File: src/rtl/mem_stage_lsu.sv
// MEM-stage load/store unit for the pipelined RV32I core.
// Issues word-addressed req/ack bus accesses with byte enables. Replicates store
// data across byte lanes and extends load data. Stalls the pipeline while an
// access is outstanding, and flags misaligned accesses and bus timeouts.
module mem_stage_lsu #(
  parameter int MAX_WAIT = 255
) (
  input  logic        clk,
  input  logic        reset,
  input  logic        MemWriteM,
  input  logic [1:0]  ResultSrcM,
  input  logic [2:0]  Funct3M,
  input  logic [31:0] ALUResultM,
  input  logic [31:0] WriteDataM,
  output logic        StallM,
  output logic [31:0] ReadDataM,
  output logic        MisalignM,
  output logic        BusErrM,
  output logic        mem_req,
  output logic        mem_we,
  output logic [31:0] mem_addr,
  output logic [3:0]  mem_be,
  output logic [31:0] mem_wdata,
  input  logic [31:0] mem_rdata,
  input  logic        mem_ack
);

  typedef enum logic [1:0] {IDLE, BUSY, DONE} state_t;

  localparam logic [15:0] MAX_WAIT_C = 16'(MAX_WAIT);

  state_t      state_q, state_d;
  logic [15:0] wait_cnt_q, wait_cnt_d;
  logic [31:0] read_data_q, read_data_d;
  logic        bus_err_q, bus_err_d;

  logic        access, is_store, is_load;
  logic        size_byte, size_half, size_word;
  logic        misalign;
  logic [3:0]  be;
  logic [31:0] wdata;
  logic [7:0]  byte_sel;
  logic [15:0] half_sel;
  logic [31:0] load_ext;
  logic        req, ack_taken, timeout;

  // Decode the access kind and size; a store wins if both store and load are flagged.
  always_comb begin
    access    = MemWriteM | (ResultSrcM == 2'b01);
    is_store  = MemWriteM;
    is_load   = ~MemWriteM & (ResultSrcM == 2'b01);
    size_byte = (Funct3M[1:0] == 2'b00);
    size_half = (Funct3M[1:0] == 2'b01);
    size_word = ~size_byte & ~size_half;
    misalign  = access & ((size_half & ALUResultM[0]) |
                          (size_word & (ALUResultM[1:0] != 2'b00)));
  end

  // Byte enables and lane-replicated store data.
  always_comb begin
    be    = 4'b1111;
    wdata = WriteDataM;
    if (size_byte) begin
      be    = 4'b0001 << ALUResultM[1:0];
      wdata = {4{WriteDataM[7:0]}};
    end else if (size_half) begin
      be    = ALUResultM[1] ? 4'b1100 : 4'b0011;
      wdata = {2{WriteDataM[15:0]}};
    end
  end

  // Select the addressed lane of the read word and sign/zero-extend it.
  always_comb begin
    byte_sel = 8'h00;
    case (ALUResultM[1:0])
      2'b00:   byte_sel = mem_rdata[7:0];
      2'b01:   byte_sel = mem_rdata[15:8];
      2'b10:   byte_sel = mem_rdata[23:16];
      default: byte_sel = mem_rdata[31:24];
    endcase
    half_sel = ALUResultM[1] ? mem_rdata[31:16] : mem_rdata[15:0];
    case (Funct3M)
      3'b000:  load_ext = {{24{byte_sel[7]}}, byte_sel};
      3'b001:  load_ext = {{16{half_sel[15]}}, half_sel};
      3'b100:  load_ext = {24'h000000, byte_sel};
      3'b101:  load_ext = {16'h0000, half_sel};
      default: load_ext = mem_rdata;
    endcase
  end

  // Access FSM: request, wait for ack or timeout, then one DONE cycle for the pipeline to advance.
  always_comb begin
    state_d     = state_q;
    wait_cnt_d  = wait_cnt_q;
    read_data_d = read_data_q;
    bus_err_d   = bus_err_q;
    req         = 1'b0;
    ack_taken   = 1'b0;
    timeout     = 1'b0;
    case (state_q)
      IDLE: begin
        if (access && !misalign) begin
          req = 1'b1;
          if (mem_ack) begin
            ack_taken = 1'b1;
            state_d   = DONE;
          end else begin
            state_d    = BUSY;
            wait_cnt_d = 16'd0;
          end
        end
      end
      BUSY: begin
        req = 1'b1;
        if (mem_ack) begin
          ack_taken = 1'b1;
          state_d   = DONE;
        end else begin
          wait_cnt_d = wait_cnt_q + 16'd1;
          if (wait_cnt_q + 16'd1 == MAX_WAIT_C) begin
            timeout = 1'b1;
            state_d = DONE;
          end
        end
      end
      DONE:    state_d = IDLE;
      default: state_d = IDLE;
    endcase
    if (ack_taken && is_load) read_data_d = load_ext;
    if (timeout) begin
      bus_err_d = 1'b1;
      if (is_load) read_data_d = 32'h0;
    end
  end

  // State, wait counter, load result and sticky bus error registers.
  always_ff @(posedge clk or posedge reset) begin
    if (reset) begin
      state_q     <= IDLE;
      wait_cnt_q  <= 16'd0;
      read_data_q <= 32'h0;
      bus_err_q   <= 1'b0;
    end else begin
      state_q     <= state_d;
      wait_cnt_q  <= wait_cnt_d;
      read_data_q <= read_data_d;
      bus_err_q   <= bus_err_d;
    end
  end

  assign mem_req   = req;
  assign StallM    = req;
  assign mem_we    = req & is_store;
  assign mem_addr  = req ? {ALUResultM[31:2], 2'b00} : 32'h0;
  assign mem_be    = req ? be : 4'b0000;
  assign mem_wdata = req ? wdata : 32'h0;
  assign MisalignM = (state_q == IDLE) & misalign;
  assign ReadDataM = read_data_q;
  assign BusErrM   = bus_err_q;

endmodule

File: config.mk
export PLATFORM = sky130hd
export DESIGN_NAME = mem_stage_lsu
export DESIGN_NICKNAME = d
export VERILOG_FILES = /design/src/rtl/mem_stage_lsu.sv
export SDC_FILE = /design/constraint.sdc
export NUM_CORES = 1
export LEC_CHECK = 0
export CAP_MARGIN = 20
export CORE_MARGIN = 5
export CORE_UTILIZATION = 40
export DETAILED_ROUTE_END_ITERATION = 8
export PLACE_DENSITY = 0.82
export SLEW_MARGIN = 20
export SYNTH_ARGS = -nofsm -noshare
export SYNTH_HDL_FRONTEND = slang
export SYNTH_SLANG_ARGS = --single-unit
File: constraint.sdc
create_clock -name clk -period 6.1 [get_ports clk]
set_input_delay 1.22 -clock clk [delete_from_list [all_inputs] [get_ports clk]]
set_output_delay 1.22 -clock clk [all_outputs]
set_load 0.02 [all_outputs]
After elaboration in Yosys (flattened, before gate mapping)
Index checks and enable logic that the tools add are counted.

Divide/modulo/power cells: 0. Eq/ne operators: 13. Multiplexer cells: 31. $lt $le $gt $ge: 0. Bitwise gates (word level): 12. Add/subtract/negate cells: 1. Multipliers: 0. Reduce and logical (&&, ||, !) cells: 11. Shifts and indexed selects: 1.

Operator list (count): 32-bit 2-to-1 mux (7); 32-bit one-hot mux with 4 select lines (1); 16-bit 2-to-1 mux (4); 16-bit one-hot mux with 2 select lines (1); 8-bit one-hot mux with 3 select lines (1); 16-bit by 1-bit adder with 16-bit output (second input constant) (1); 16-bit by 8-bit equality test with 1-bit output (second input constant) (1); 4-bit 2-to-1 mux (4); 2-bit by 1-bit equality test with 1-bit output (second input constant) (4); 2-bit 2-to-1 mux (4); 1-bit bitwise AND (7); 3-bit equality test (second input constant) (2); 2-bit zero test (3); 1-bit 2-to-1 mux (6); 2-bit != test (second input constant) (3); 1-bit one-hot mux with 2 select lines (2); 2-bit one-hot mux with 2 select lines (1); 4-bit AND reduction (1); 2-bit nonzero test (2); 1-bit by 2-bit left shift with 4-bit output (first input constant) (1); 3-bit by 1-bit equality test with 1-bit output (second input constant) (1); 3-bit zero test (1); 3-bit != test (second input constant) (1); 1-bit inverter (3); other kinds (5) (7).

Word-level logic and storage cells: 73. Memories: 0. Input port bits: 105. Bits in read-only memories: 0. Output and inout port bits: 105. Register bits after elaboration: 51. Bits in latches: 0. RAM bits: 0.

Logic depth before layout (Yosys ltp)
Depth in word-level cells: 14. Gate-level depth with buffers: 9. Gate-level depth less buffers: 7.

Least setup slack after synthesis
Ideal clock, no wire load.

Path type: in2out. Start point: in Funct3M[1]. End point: out mem_wdata[1]. Buffers on the path: 2. Stages: 7. Required time: 4.880 ns. Arrival: 2.558 ns. Slack: 2.322 ns. Cell sequence: clkbuf_1 > o21ai_0 > o211ai_1 > a21o_1 > inv_1 > clkbuf_1 > and2_1.

Longest elaborated chain between the ends: 11. Elaborated cells between the ends (all ways): 15. Classes of those cells: 1 x eq/ne; 4 x mux; 7 x bitwise; 3 x reduce/logical.

Ends and longest elaborated chain: start: declaration (RTL line 12) `input logic [2:0] Funct3M,`; 2-bit by 1-bit equality test with 1-bit output / 2-bit zero test (equally long branches) (RTL line 53, 52); 1-bit inverter (RTL line 54) `size_word = ~size_byte & ~size_half;`; 1-bit bitwise AND (RTL line 54); 1-bit bitwise AND (RTL line 56) `(size_word & (ALUResultM[1:0] != 2'b00)));`; 1-bit OR (*) (RTL line 55) `misalign = access & ((size_half & ALUResultM[0]) |`; 1-bit bitwise AND (*) (RTL line 55); 1-bit zero test (*) (RTL line 102) `if (access && !misalign) begin`; 1-bit logical AND (*) (RTL line 102); 1-bit 2-to-1 mux (*) (RTL line 102); 1-bit one-hot mux with 2 select lines (*) (RTL line 100) `case (state_q)`; net StallM (RTL line 15) `output logic StallM,`; 32-bit 2-to-1 mux (*) (RTL line 156) `assign mem_wdata = req ? wdata : 32'h0;`; end: declaration (RTL line 23) `output logic [31:0] mem_wdata,`.

The timed path passes the listed nets; every way through them passes the cells marked *.

Worst setup path in the final report
Start point: in ALUResultM[1]. End point: out mem_addr[26].

Longest elaborated chain between the ends: 9.

Ends and longest elaborated chain: start: declaration (RTL line 13) `input logic [31:0] ALUResultM,`; 2-bit nonzero test (RTL line 56); 1-bit bitwise AND (RTL line 56); 1-bit OR (RTL line 55); 1-bit bitwise AND (RTL line 55); 1-bit zero test (RTL line 102); 1-bit logical AND (RTL line 102); 1-bit 2-to-1 mux (RTL line 102); 1-bit one-hot mux with 2 select lines (RTL line 100); 32-bit 2-to-1 mux (RTL line 154) `assign mem_addr = req ? {ALUResultM[31:2], 2'b00} : 32'h0;`; end: declaration (RTL line 21) `output logic [31:0] mem_addr,`.

No other way between the ends.

==> flow_summary_export.csv <==
group,metric,value,unit
clocking,cts_tree,"built",
outcome,outcome,"completed",
timing,finalHoldViolations,0,
timing,maxSlewHeadroom,29.82,%
floorplanning,rows,35,
cells_and_area,diodes,0,
power,peakVddDrop,0.1177,mV
placement,numPortBuffers,207,
drt,drcViolationCount,0,
synth,async_flop_share,100.0,%
synth,yosysMostFrequentCell,"nor2_1",
setup_path,crit_arrival,4.02,ns
floorplanning,die_x,108.0,um
floorplanning,die_area,11670,um2
setup_path,r2r_start,"state_q[0]",
clocking,cts_setup_buffers,0,
setup_path,path_class,"input pin to primary output",
setup_path,r2r-end,"ReadDataM[30]",
placement,place.gp.congestion,0.9234,
clocking,cts-resized-gates,0,
drt,vias_per_cell,5.409,
synth,yosys-top-cells-area,"dfrtp_1, a21oi_1, nor2_1, and2_1, nor3_2",
clocking,cts_root_buf,"clkbuf_8",
floorplanning,io_pins,210,
synth,synth_top_area_share,33.21,%
drt,drt_iter0_drc,229,
synth,synth-edff-count,0,
setup_path,reg2reg_setup_slack,3.49,ns
setup_path,crit_required,4.88,ns
global_route,grt_pass1_wl,22.08,mm
clocking,clock_path_buffers,2,
timing,fin_skew,0.01989,ns
drt,drt_wl_total,14.36,mm
timing,finalCritPeriodShare,85.85,%
clocking,cts_inserted_buffers,5,
cells_and_area,fin_nets,772,
synth,synth_top_area_cell,"dfrtp_1",
cells_and_area,area_growth_syn_to_layout,56.66,%
clocking,hold_buffers,0,
hold_path,hold_depth,1,
synth,yosysSeqAreaShare,33.21,%
global_route,top_usage_layer,"met2",
drt,first_pass_iters,5,
global_route,antenna_found_initial,0,
global_route,grt_max_degree,70,
cells_and_area,fin_util,64.84,%
hold_path,whs_endpoint,"BusErrM",
timing,finalSetupViolCount,0,
power,cellLeakagePower,2.400,nW
synth,ys_types,52,
floorplanning,core-area,9284,um2
synth,syn_avg_cell_area,7.939,um2
global_route,grt_pass1_vias,4227,
synth,synth_top_flop_cell,"dfrtp_1",
timing,fin_setup_tns,0,ns
synth,yosys_warnings,0,
power,p_per_area,225.3,nW/um2
setup_path,endpoint_kind,"primary output",
floorplanning,initial_utilization,41.39,%
hold_path,hold_path.class,"flop to flop",
timing,drv_slew,0,
placement,dpl.hpwl,11.13,mm
clocking,cts.sinks,51,
drt,vias,4300,
cells_and_area,n_fill_cell,803,
global_route,grt.total_usage,23.48,%
global_route,grt-ovfl-total,0,
synth,synth_cells,484,
drt,ant_nets,0,
timing,worstMarginPinSlew,1.048,ns
global_route,use_met3,4.657,%
synth,synthesis.area,3842,um2
timing,fmax,191.0,MHz
timing,rsz0062_at_grt,"false",
hold_path,min_from,"BusErrM",
synth,synth_common_cells,"nor2_1, a21oi_1, dfrtp_1, and2_1, nand2_1",
global_route,grtUsageMet1,29.84,%
timing,period_needed,5.237,ns
clocking,cts.htree.levels,2,
setup_path,r2r_cells,5,
setup_path,start_kind,"input pin",
drt,wire_per_inst,18.07,um
flow_run,cap_viol_max_count,0,
setup_path,cp_max_fo,44,
global_route,use_met2,40.81,%
floorplanning,die_h,108.0,um
clocking,clk_pin_slew,0.09,ns
clocking,clock_latency,0.32,ns
synth,ys_ff_latch,51,
cells_and_area,drive_gt1_share,7.658,%
cell usage in the layout, fill, tap and decap left out, drive strengths merged, types with 2 or more instances in the layout:
cell	instances
clkbuf	5
nor2	71
or2	4
nand2	38
xnor2	4
dfrtp	51
o21ai	30
clkdlybuf4s50	206
conb	2
and2	42
o22ai	2
o221ai	7
clkinvlp	2
mux2i	18
nand3	6
o31ai	6
nor2b	11
o211ai	3
and3	4
ha	2
or3	2
a31oi	3
buf	7
nor4	2
a21oi	62
nand3b	2
nand2b	5
a21o	8
nand4	5
nor3b	3
and4	2
a221oi	7
nor3	26
inv	5
layout make-up:
cell class	instances	area (um2)	area share (%)
tap	129	161.4	2.681
multi-input combinational	389	2357	39.16
inverter	5	20.02	0.3326
timing repair buffer	213	2112	35.09
clock inverter	3	23.77	0.3949
clock buffer	5	68.82	1.143
sequential	51	1276	21.20
state kept, by name, summed over array words and instances, names as in the netlist:
signal and count:
state_q 2, BusErrM 1, wait_cnt_q 16, ReadDataM 32
per-layer routing:
metal / vias to the layer above / part of all wire [%]
met5: - / 0
met4: 0 / 2.3
met3: 29 / 6.6
met2: 142 / 51
met1: 2071 / 40
li1: 2058 / -
critical path, cell delays in order:
cell and delay, ns:
clkdlybuf4s50_1 0.42, buf_4 0.22, o21ai_0 0.24, o211ai_1 0.12, a21o_1 0.20, inv_1 0.71
and2_1 0.26, clkdlybuf4s50_1 0.62
per-stage QoR:
| stage | total power [mW] | area [um2] | worst slack [ns] | cells | hold slack [ns] |
|---|---|---|---|---|---|
| final | 1.356 | 6020 | 0.8631 | 795 | 0.5275 |
| after global routing | 1.432 | 6020 | 0.5744 | 795 | 0.5580 |
| after CTS | 1.363 | 6018 | 0.8431 | 795 | 0.5188 |
| after detailed placement | 1.159 | 5926 | 0.8417 | 787 | 0.4901 |
| after global placement | 1.142 | 5926 | 0.9263 | 787 | 0.4996 |
| after floorplan | 0.8023 | 3846 | 2.322 | 485 | 0.4779 |
where the power goes:
part           internal [mW]  switching, mW  leakage, nW
Combinational          0.338          0.345         1.72
Sequential             0.412         0.0539        0.643
Clock                 0.0823          0.125       0.0408
kinds of logic after synthesis:
family	synth area share, %
adder cells (fa/ha/maj)	0.6511
multiplexers	5.568
XOR/XNOR	1.140
AO/OA/AOI/OAI	21.00
other	0.09759
AND/OR/NAND/NOR	32.79
flip-flops	33.21
buffers and inverters	5.536
how the worst max path moves through the flow:
| stage | depth (start not counted) | startpoint | to | slack [ns] |
|---|---|---|---|---|
| 6_report | 8 | ALUResultM[1] | mem_addr[26] | 0.86 |
| 5_1_grt | 8 | ALUResultM[1] | mem_addr[6] | 0.57 |
| 4_1_cts | 8 | ALUResultM[1] | mem_addr[13] | 0.84 |
| 3_5_place_dp | 8 | ALUResultM[1] | mem_addr[13] | 0.84 |
| 3_3_place_gp | 8 | ALUResultM[1] | mem_addr[7] | 0.93 |
| 2_1_floorplan | 7 | Funct3M[1] | mem_wdata[1] | 2.32 |
Note: power is estimated with default switching activity, not from simulation.
